[config.mk]
export PLATFORM = sky130hd
export DESIGN_NAME = fsm_rr_arb3
export DESIGN_NICKNAME = d
export VERILOG_FILES = /design/src/rtl/fsm_rr_arb3.sv
export SDC_FILE = /design/constraint.sdc
export NUM_CORES = 1
export LEC_CHECK = 0
export CAP_MARGIN = 10
export CORE_MARGIN = 10
export CORE_UTILIZATION = 50
export DETAILED_ROUTE_END_ITERATION = 6
export PLACE_DENSITY = 0.76
export SETUP_SLACK_MARGIN = 0.15
export SLEW_MARGIN = 20
export SYNTH_ARGS = -nofsm -noshare
export SYNTH_HDL_FRONTEND = slang
export SYNTH_SLANG_ARGS = --single-unit
[constraint.sdc]
create_clock -name clk -period 2.4 [get_ports clk]
set_clock_uncertainty 0.1 [all_clocks]
set_input_delay 0.48 -clock clk [delete_from_list [all_inputs] [get_ports clk]]
set_output_delay 0.48 -clock clk [all_outputs]
set_load 0.01 [all_outputs]
[src/rtl/fsm_rr_arb3.sv]
// fsm_rr_arb3 -- three-requester round-robin arbiter with a bounded hold time.
//
// The arbiter walks IDLE -> GRANT -> RELEASE. One requester owns the resource
// while in GRANT. The owner gives it up when its request drops, when done is
// raised, or when the hold counter reaches HOLD_MAX. RELEASE is a mandatory
// one-cycle dead gap between owners. After a release, the round-robin pointer
// moves to the requester just past the old owner, so the requester that was
// just served goes to the back of the queue.
//
// Handshake: there is no valid/ready pair. A requester raises req[i] and keeps
// it high for as long as it wants the resource. It owns the resource in every
// cycle where grant[i] is high. Lowering req[i] or raising done for one cycle
// releases the grant at the next rising edge. Requests from other requesters
// never disturb an active grant.
//
// Every output (grant, grant_id, busy, timeout) comes straight from a register,
// so none of them depends combinationally on req or done. state_o exposes the
// FSM state: 0 = IDLE, 1 = GRANT, 2 = RELEASE.

module fsm_rr_arb3 #(
  parameter int unsigned HOLD_MAX = 8
) (
  input  logic       clk,
  input  logic       reset,
  input  logic [2:0] req,
  input  logic       done,
  output logic [2:0] grant,
  output logic [1:0] grant_id,
  output logic       busy,
  output logic       timeout,
  output logic [1:0] state_o
);

  typedef enum logic [1:0] {
    S_IDLE    = 2'd0,
    S_GRANT   = 2'd1,
    S_RELEASE = 2'd2
  } state_t;

  localparam logic [7:0] HOLD_MAX_C = 8'(HOLD_MAX);

  state_t     state_q;
  logic [1:0] ptr_q;
  logic [1:0] owner_q;
  logic [7:0] cnt_q;
  logic [2:0] grant_q;
  logic [1:0] grant_id_q;
  logic       busy_q;
  logic       timeout_q;

  // Search candidates in priority order, and the winner of the search.
  logic [1:0] cand0;
  logic [1:0] cand1;
  logic [1:0] cand2;
  logic       pick_valid;
  logic [1:0] pick_idx;
  logic       owner_req;
  logic       hold_hit;
  logic       release_now;

  // Modulo-3 increment. The value 3 cannot occur here; it maps to 0 for safety.
  function automatic logic [1:0] inc3(input logic [1:0] x);
    return (x >= 2'd2) ? 2'd0 : x + 2'd1;
  endfunction

  // One-hot decode of a requester index. Index 3 gives zero.
  function automatic logic [2:0] to_onehot(input logic [1:0] i);
    logic [2:0] v;
    v = 3'b000;
    case (i)
      2'd0:    v = 3'b001;
      2'd1:    v = 3'b010;
      2'd2:    v = 3'b100;
      default: v = 3'b000;
    endcase
    return v;
  endfunction

  // Round-robin search: try ptr, then ptr+1, then ptr+2 (mod 3).
  always_comb begin
    cand0      = ptr_q;
    cand1      = inc3(ptr_q);
    cand2      = inc3(inc3(ptr_q));
    pick_valid = 1'b0;
    pick_idx   = 2'd0;
    // The candidates are tested lowest priority first, so the highest-priority
    // hit is written last and wins.
    if ((req & to_onehot(cand2)) != 3'b000) begin
      pick_valid = 1'b1;
      pick_idx   = cand2;
    end
    if ((req & to_onehot(cand1)) != 3'b000) begin
      pick_valid = 1'b1;
      pick_idx   = cand1;
    end
    if ((req & to_onehot(cand0)) != 3'b000) begin
      pick_valid = 1'b1;
      pick_idx   = cand0;
    end
  end

  // Release conditions for the current owner.
  always_comb begin
    owner_req   = (req & to_onehot(owner_q)) != 3'b000;
    hold_hit    = (cnt_q == HOLD_MAX_C);
    release_now = !owner_req || done || hold_hit;
  end

  // Arbiter FSM: state, pointer, hold counter and the registered outputs.
  always_ff @(posedge clk) begin
    if (reset) begin
      state_q    <= S_IDLE;
      ptr_q      <= 2'd0;
      owner_q    <= 2'd0;
      cnt_q      <= 8'd0;
      grant_q    <= 3'b000;
      grant_id_q <= 2'd0;
      busy_q     <= 1'b0;
      timeout_q  <= 1'b0;
    end else begin
      timeout_q <= 1'b0;
      case (state_q)
        S_IDLE, S_RELEASE: begin
          if (pick_valid) begin
            state_q    <= S_GRANT;
            owner_q    <= pick_idx;
            cnt_q      <= 8'd1;
            grant_q    <= to_onehot(pick_idx);
            grant_id_q <= pick_idx;
            busy_q     <= 1'b1;
          end else begin
            state_q    <= S_IDLE;
            cnt_q      <= 8'd0;
            grant_q    <= 3'b000;
            grant_id_q <= 2'd0;
            busy_q     <= 1'b0;
          end
        end
        S_GRANT: begin
          if (release_now) begin
            state_q    <= S_RELEASE;
            ptr_q      <= inc3(owner_q);
            cnt_q      <= 8'd0;
            grant_q    <= 3'b000;
            grant_id_q <= 2'd0;
            busy_q     <= 1'b0;
            // Flag only a pure hold-limit release. A release that done or a
            // dropped request also caused at the same edge is not a timeout.
            timeout_q  <= hold_hit && owner_req && !done;
          end else if (cnt_q != HOLD_MAX_C) begin
            cnt_q <= cnt_q + 8'd1;
          end
        end
        default: begin
          state_q    <= S_IDLE;
          cnt_q      <= 8'd0;
          grant_q    <= 3'b000;
          grant_id_q <= 2'd0;
          busy_q     <= 1'b0;
        end
      endcase
    end
  end

  assign grant    = grant_q;
  assign grant_id = grant_id_q;
  assign busy     = busy_q;
  assign timeout  = timeout_q;
  assign state_o  = state_q;

endmodule
After elaboration in Yosys (flattened, before gate mapping):

Index checks and enable logic that the tools add are counted.

* ROM bits: 0
* input port bits: 6
* output and inout bits: 9
* bits in latches: 0
* bits in writable memories: 0
* memories: 0
* logic and storage cells: 87
* register bits: 21

* multipliers: 0
* shift operators: 0
* div/mod/pow operators: 0
* magnitude comparators: 3
* reduce and logical (&&, ||, !) cells: 20
* multiplexer cells: 30
* bitwise logic cells: 6
* add/sub/neg operators: 4
* eq/ne operators: 16

Operator list (number)
* case mux 3 bit (3 select lines): 5
* 2-to-1 mux 2 bit: 9
* 2-to-1 mux 8 bit: 2
* case mux 8 bit (2 select lines): 1
* bitwise AND 3 bit: 4
* == test 2 x 1 -> 1 bit, second input constant: 6
* == test 2 bit, second input constant: 6
* zero test 2 bit: 6
* nonzero test 3 bit: 4
* adder 8 x 1 -> 8 bit, second input constant: 1
* == test 8 x 4 -> 1 bit, second input constant: 1
* inequality test 8 x 4 -> 1 bit, second input constant: 1
* case mux 2 bit (2 select lines): 2
* 2-to-1 mux 1 bit: 7
* adder 2 x 1 -> 2 bit, second input constant: 3
* >= comparator 2 bit, second input constant: 3
* 2-to-1 mux 3 bit: 2
* case mux 3 bit (2 select lines): 1
* AND reduction 2 bit: 2
* inequality test 3 bit, second input constant: 1
* OR reduction 3 bit: 1
* logical AND 1 bit: 2
* zero test 1 bit: 2
* logical OR 1 bit: 2
* other kinds (4): 5

Longest topological paths before layout:

* word-level depth: 15
* gate-level depth with buffers: 7

Worst setup path after synthesis:

No wires, ideal clock.

* kind: input to register
* from: in reset
* to: reg grant_q[2] (netlist: grant[2])
* setup slack: 0.812 ns
* buffers on the path: 2
* library setup time: 0.117 ns
* required time: 2.183 ns
* arrival time: 1.371 ns
* cell stages on the path: 5
* path through: buf_1 or3_1 and3b_1 buf_4 a22o_1

RTL lines
* from (decl): line 24 `input logic reset,`
* to (signal assigned): line 128 `grant_q <= to_onehot(pick_idx);`
* to (decl): line 46 `logic [2:0] grant_q;`

Worst setup path in the final report:

* from: in req[0]
* to: reg grant_id_q[1] (netlist: grant_id[1])

* longest elaborated chain between the ends: 7
* elaborated cells on any way between the ends: 20
* those cells by class: 1 x eq/ne; 8 x mux; 4 x bitwise; 7 x reduce/logical

RTL lines
* from (decl): line 25 `input logic [2:0] req,`
* bitwise AND 3 bit: line 88 `if ((req & to_onehot(cand2)) != 3'b000) begin`
* nonzero test 3 bit: line 88
* 2-to-1 mux 2 bit / 2-to-1 mux 1 bit (equally long branches): line 88
* 2-to-1 mux 2 bit / 2-to-1 mux 1 bit (equally long branches): line 92 `if ((req & to_onehot(cand1)) != 3'b000) begin`
* 2-to-1 mux 2 bit / 2-to-1 mux 1 bit (equally long branches): line 96 `if ((req & to_onehot(cand0)) != 3'b000) begin`
* 2-to-1 mux 2 bit: line 124 `if (pick_valid) begin`
* case mux 2 bit (2 select lines): line 122 `case (state_q)`
* to (signal assigned): line 129 `grant_id_q <= pick_idx;`
* to (decl): line 47 `logic [1:0] grant_id_q;`

Parallel ways exist; a longest one is shown, timed or not.
A chain may end at the register's enable or synchronous reset.

==> impl_metrics.yaml <==
outcome:
  outcome: "finished, final reports clean"
critical_path:
  cp.required_ns: 2.54
  cpPeakStageDelay_ns: 0.57
  critical_path.cell_chain: "clkdlybuf4s50_1 -> mux2i_1 -> o21ai_1 -> and3b_1 -> a22o_1"
  critical_path_arrival_ns: 2.06
  timing.critical_path.to_type: "flip-flop"
  regToRegSetupSlack_ns: 0.66
  timing_worst_setup_path_type: "input pin to flip-flop"
  setup.worst_path.start_class: "input pin"
  cpLargestDelayFamily: "buffers and inverters"
  path_max_fanout: 7
  timing.critical_path.slowest_stage_cell: "sky130_fd_sc_hd__clkdlybuf4s50_1"
  number_of_buffers_and_inverters_on_the_critical_path: 1
detailed_routing:
  num_vias: 711
  drt-pass1-iter-count: 4
  via_per_inst: 5.23
  totalWireLength_mm: 1.86
  drt-initial-drc-count: 13
  wl_per_cell_um: 13.7
  detail-route-antenna-nets: 0
  remaining_drc_errors: 0
timing:
  final_setup_violation_count: 0
  achievable-frequency_mhz: 521
  final.setup.tns_ns: 0
  worst-slew-pin-transition_ns: 0.401
  rsz0062_at_grt: "no"
  post-route-min-period_ns: 1.92
  final_hold_viol_count: 0
  worst_slew_margin_rel: 0.731
  final_min_period_over_clock_period: 0.800
  final_max_slew_viol_count: 0
placement:
  place_hpwl_mm: 1.48
  place.port_buffers: 14
  routabilityCongestion: 0.763
pwr:
  power.density_nw_per_um2: 575
  internal_power_uw: 482
  share_clk_of_total_power: 0.252
  p_sw_uw: 159
  comb_power_share: 0.154
  leakage_uw: 0.000425
  vdd_ir_drop_max_v: 0.000522
  proportion_of_power_drawn_by_flip_flops_and_latches: 0.593
  switching_share: 0.248
floorplan:
  design.portCount: 15
  dieWidth_um: 62.7
  die_y_um: 62.7
  starting_density_of_the_core: 0.529
  core_um2: 1730
  floorplan.rows: 15
  die_area_um2: 3940
yosys:
  synth_area_per_cell_um2: 9.82
  synth.top_cells.by_count: "sky130_fd_sc_hd__dfxtp_1, sky130_fd_sc_hd__nor2_1, sky130_fd_sc_hd__a21oi_1, sky130_fd_sc_hd__nand3_1, sky130_fd_sc_hd__xor2_1"
  synthesis.instances: 93
  synthesis.nets: 101
  synth_top_area_share: 0.460
  synth.lib_cells_used.distinct: 39
  yosys.area.top_type: "sky130_fd_sc_hd__dfxtp_1"
  ys_ff_latch: 21
  synth_seq_area_share: 0.460
  most_frequently_used_cell_type_in_the_post_synthesis_netlist: "sky130_fd_sc_hd__dfxtp_1"
  most_used_flip_flop_cell_after_synthesis: "sky130_fd_sc_hd__dfxtp_1"
  synth-edff-count: 0
  synth_warnings: 0
  syn_area_um2: 913
  netlist_top_cells_area: "sky130_fd_sc_hd__dfxtp_1, sky130_fd_sc_hd__xor2_1, sky130_fd_sc_hd__nor2_1"
  synthArstFlopShare: 0
cts:
  cts_buffers: 3
  max-clock-path-buffers: 2
  cts_sinks: 21
  htree_levels: 1
  cts.reportedPaths.clkPinSlew_ns: 0.10
  cts_hold_buffers: 0
  cts_setup_buffers: 0
  cts_root_buf: "sky130_fd_sc_hd__clkbuf_4"
  cts_tree: "yes"
  clk-insertion-delay-late_ns: 0.30
  ctsResizeCount: 0
worst_hold_path:
  hold_class: "flip-flop to flip-flop"
run:
  max_cap_violations: 0
layout:
  finalNetCount: 120
  sequential_cell_area_um2: 420
  diodes: 0
  area_growth_pct: 22.1
  finish.utilization: 0.646
  fillCellCount: 148
  multi_input_area_um2: 467
  drive_above_1_share: 0.108
global_routing:
  gr-total-overflow: 0
  grt_start_max_net_pins: 12
  all_layer_gr_usage: 0.0996
  grt_pass1_vias: 737
  antenna_violations_before_repair: 0
  grt_first_pass_wirelength_mm: 3.31
-- routing by layer --
metal,vias to the layer above,GRT usage,wire length (µm)
li1,370,-,-
met1,325,0.121,889
met2,14,0.150,812
met3,2,0.0573,145
met4,0,0.0168,17
met5,-,0,0
-- metrics by stage --
stage               area, µm²  std cells  setup slack, ns  total power [µW]  hold slack (ns)
global route             1110        136            0.337               674            0.406
floorplan                 913         93            0.812               440            0.375
global placement         1090        132            0.228               485            0.335
detailed placement       1090        132            0.175               488            0.348
CTS                      1110        136            0.488               648            0.372
finish                   1110        136            0.479               641            0.366
-- state kept, by name, summed over array words and instances (netlist names) --
register and flops:
grant 3, busy 1, owner_q 2, state_o 2, timeout 1, cnt_q 8
grant_id 2, cand0 2
-- final timing paths --
| kind | from | endpoint | depth (start not counted) |
|---|---|---|---|
| worst min register to register | busy$_SDFFE_PP0P_ | busy$_SDFFE_PP0P_ | 1 |
| worst max register to register | cnt_q[0]$_SDFFE_PP0P_ | grant_id[1]$_SDFFE_PP0P_ | 6 |
| worst min-delay path | busy$_SDFFE_PP0P_ | busy$_SDFFE_PP0P_ | 1 |
| worst max-delay path | req[0] | grant_id[1]$_SDFFE_PP0P_ | 5 |
-- placed cells by master (no fill, tap or decap), types with 3 or more instances in the layout --
| cell | n |
|---|---|
| sky130_fd_sc_hd__inv_1 | 3 |
| sky130_fd_sc_hd__a21o_1 | 3 |
| sky130_fd_sc_hd__a21oi_1 | 5 |
| sky130_fd_sc_hd__nand3_1 | 5 |
| sky130_fd_sc_hd__dfxtp_1 | 21 |
| sky130_fd_sc_hd__nand2_1 | 4 |
| sky130_fd_sc_hd__xor2_1 | 5 |
| sky130_fd_sc_hd__nor2_1 | 8 |
| sky130_fd_sc_hd__clkbuf_4 | 3 |
| sky130_fd_sc_hd__clkdlybuf4s50_1 | 14 |
-- layout make-up --
cell class | count | share of cell area
sequential | 21 | 0.377
inverter | 4 | 0.0135
multi-input combinational | 66 | 0.419
timing repair buffer | 16 | 0.139
tap | 25 | 0.0281
clock buffer | 4 | 0.0236
-- power by group through the flow --
stage	logic [µW]	clock network (µW)	registers, µW
finish	98.9	162	380
global route	111	180	382
CTS	100	168	380
detailed placement	99.8	0	388
global placement	97.2	0	387
floorplan	50.3	0	389
-- cell families after synthesis --
| group | count (synthesis) | share of synthesized area |
|---|---|---|
| AND/OR/NAND/NOR | 33 | 0.219 |
| AO/OA/AOI/OAI | 24 | 0.196 |
| flip-flops | 21 | 0.460 |
| XOR/XNOR | 6 | 0.0575 |
| buffers and inverters | 6 | 0.0288 |
| adder cells (fa/ha/maj) | 2 | 0.0274 |
| multiplexers | 1 | 0.0110 |
(Power assumes the default switching activity.)
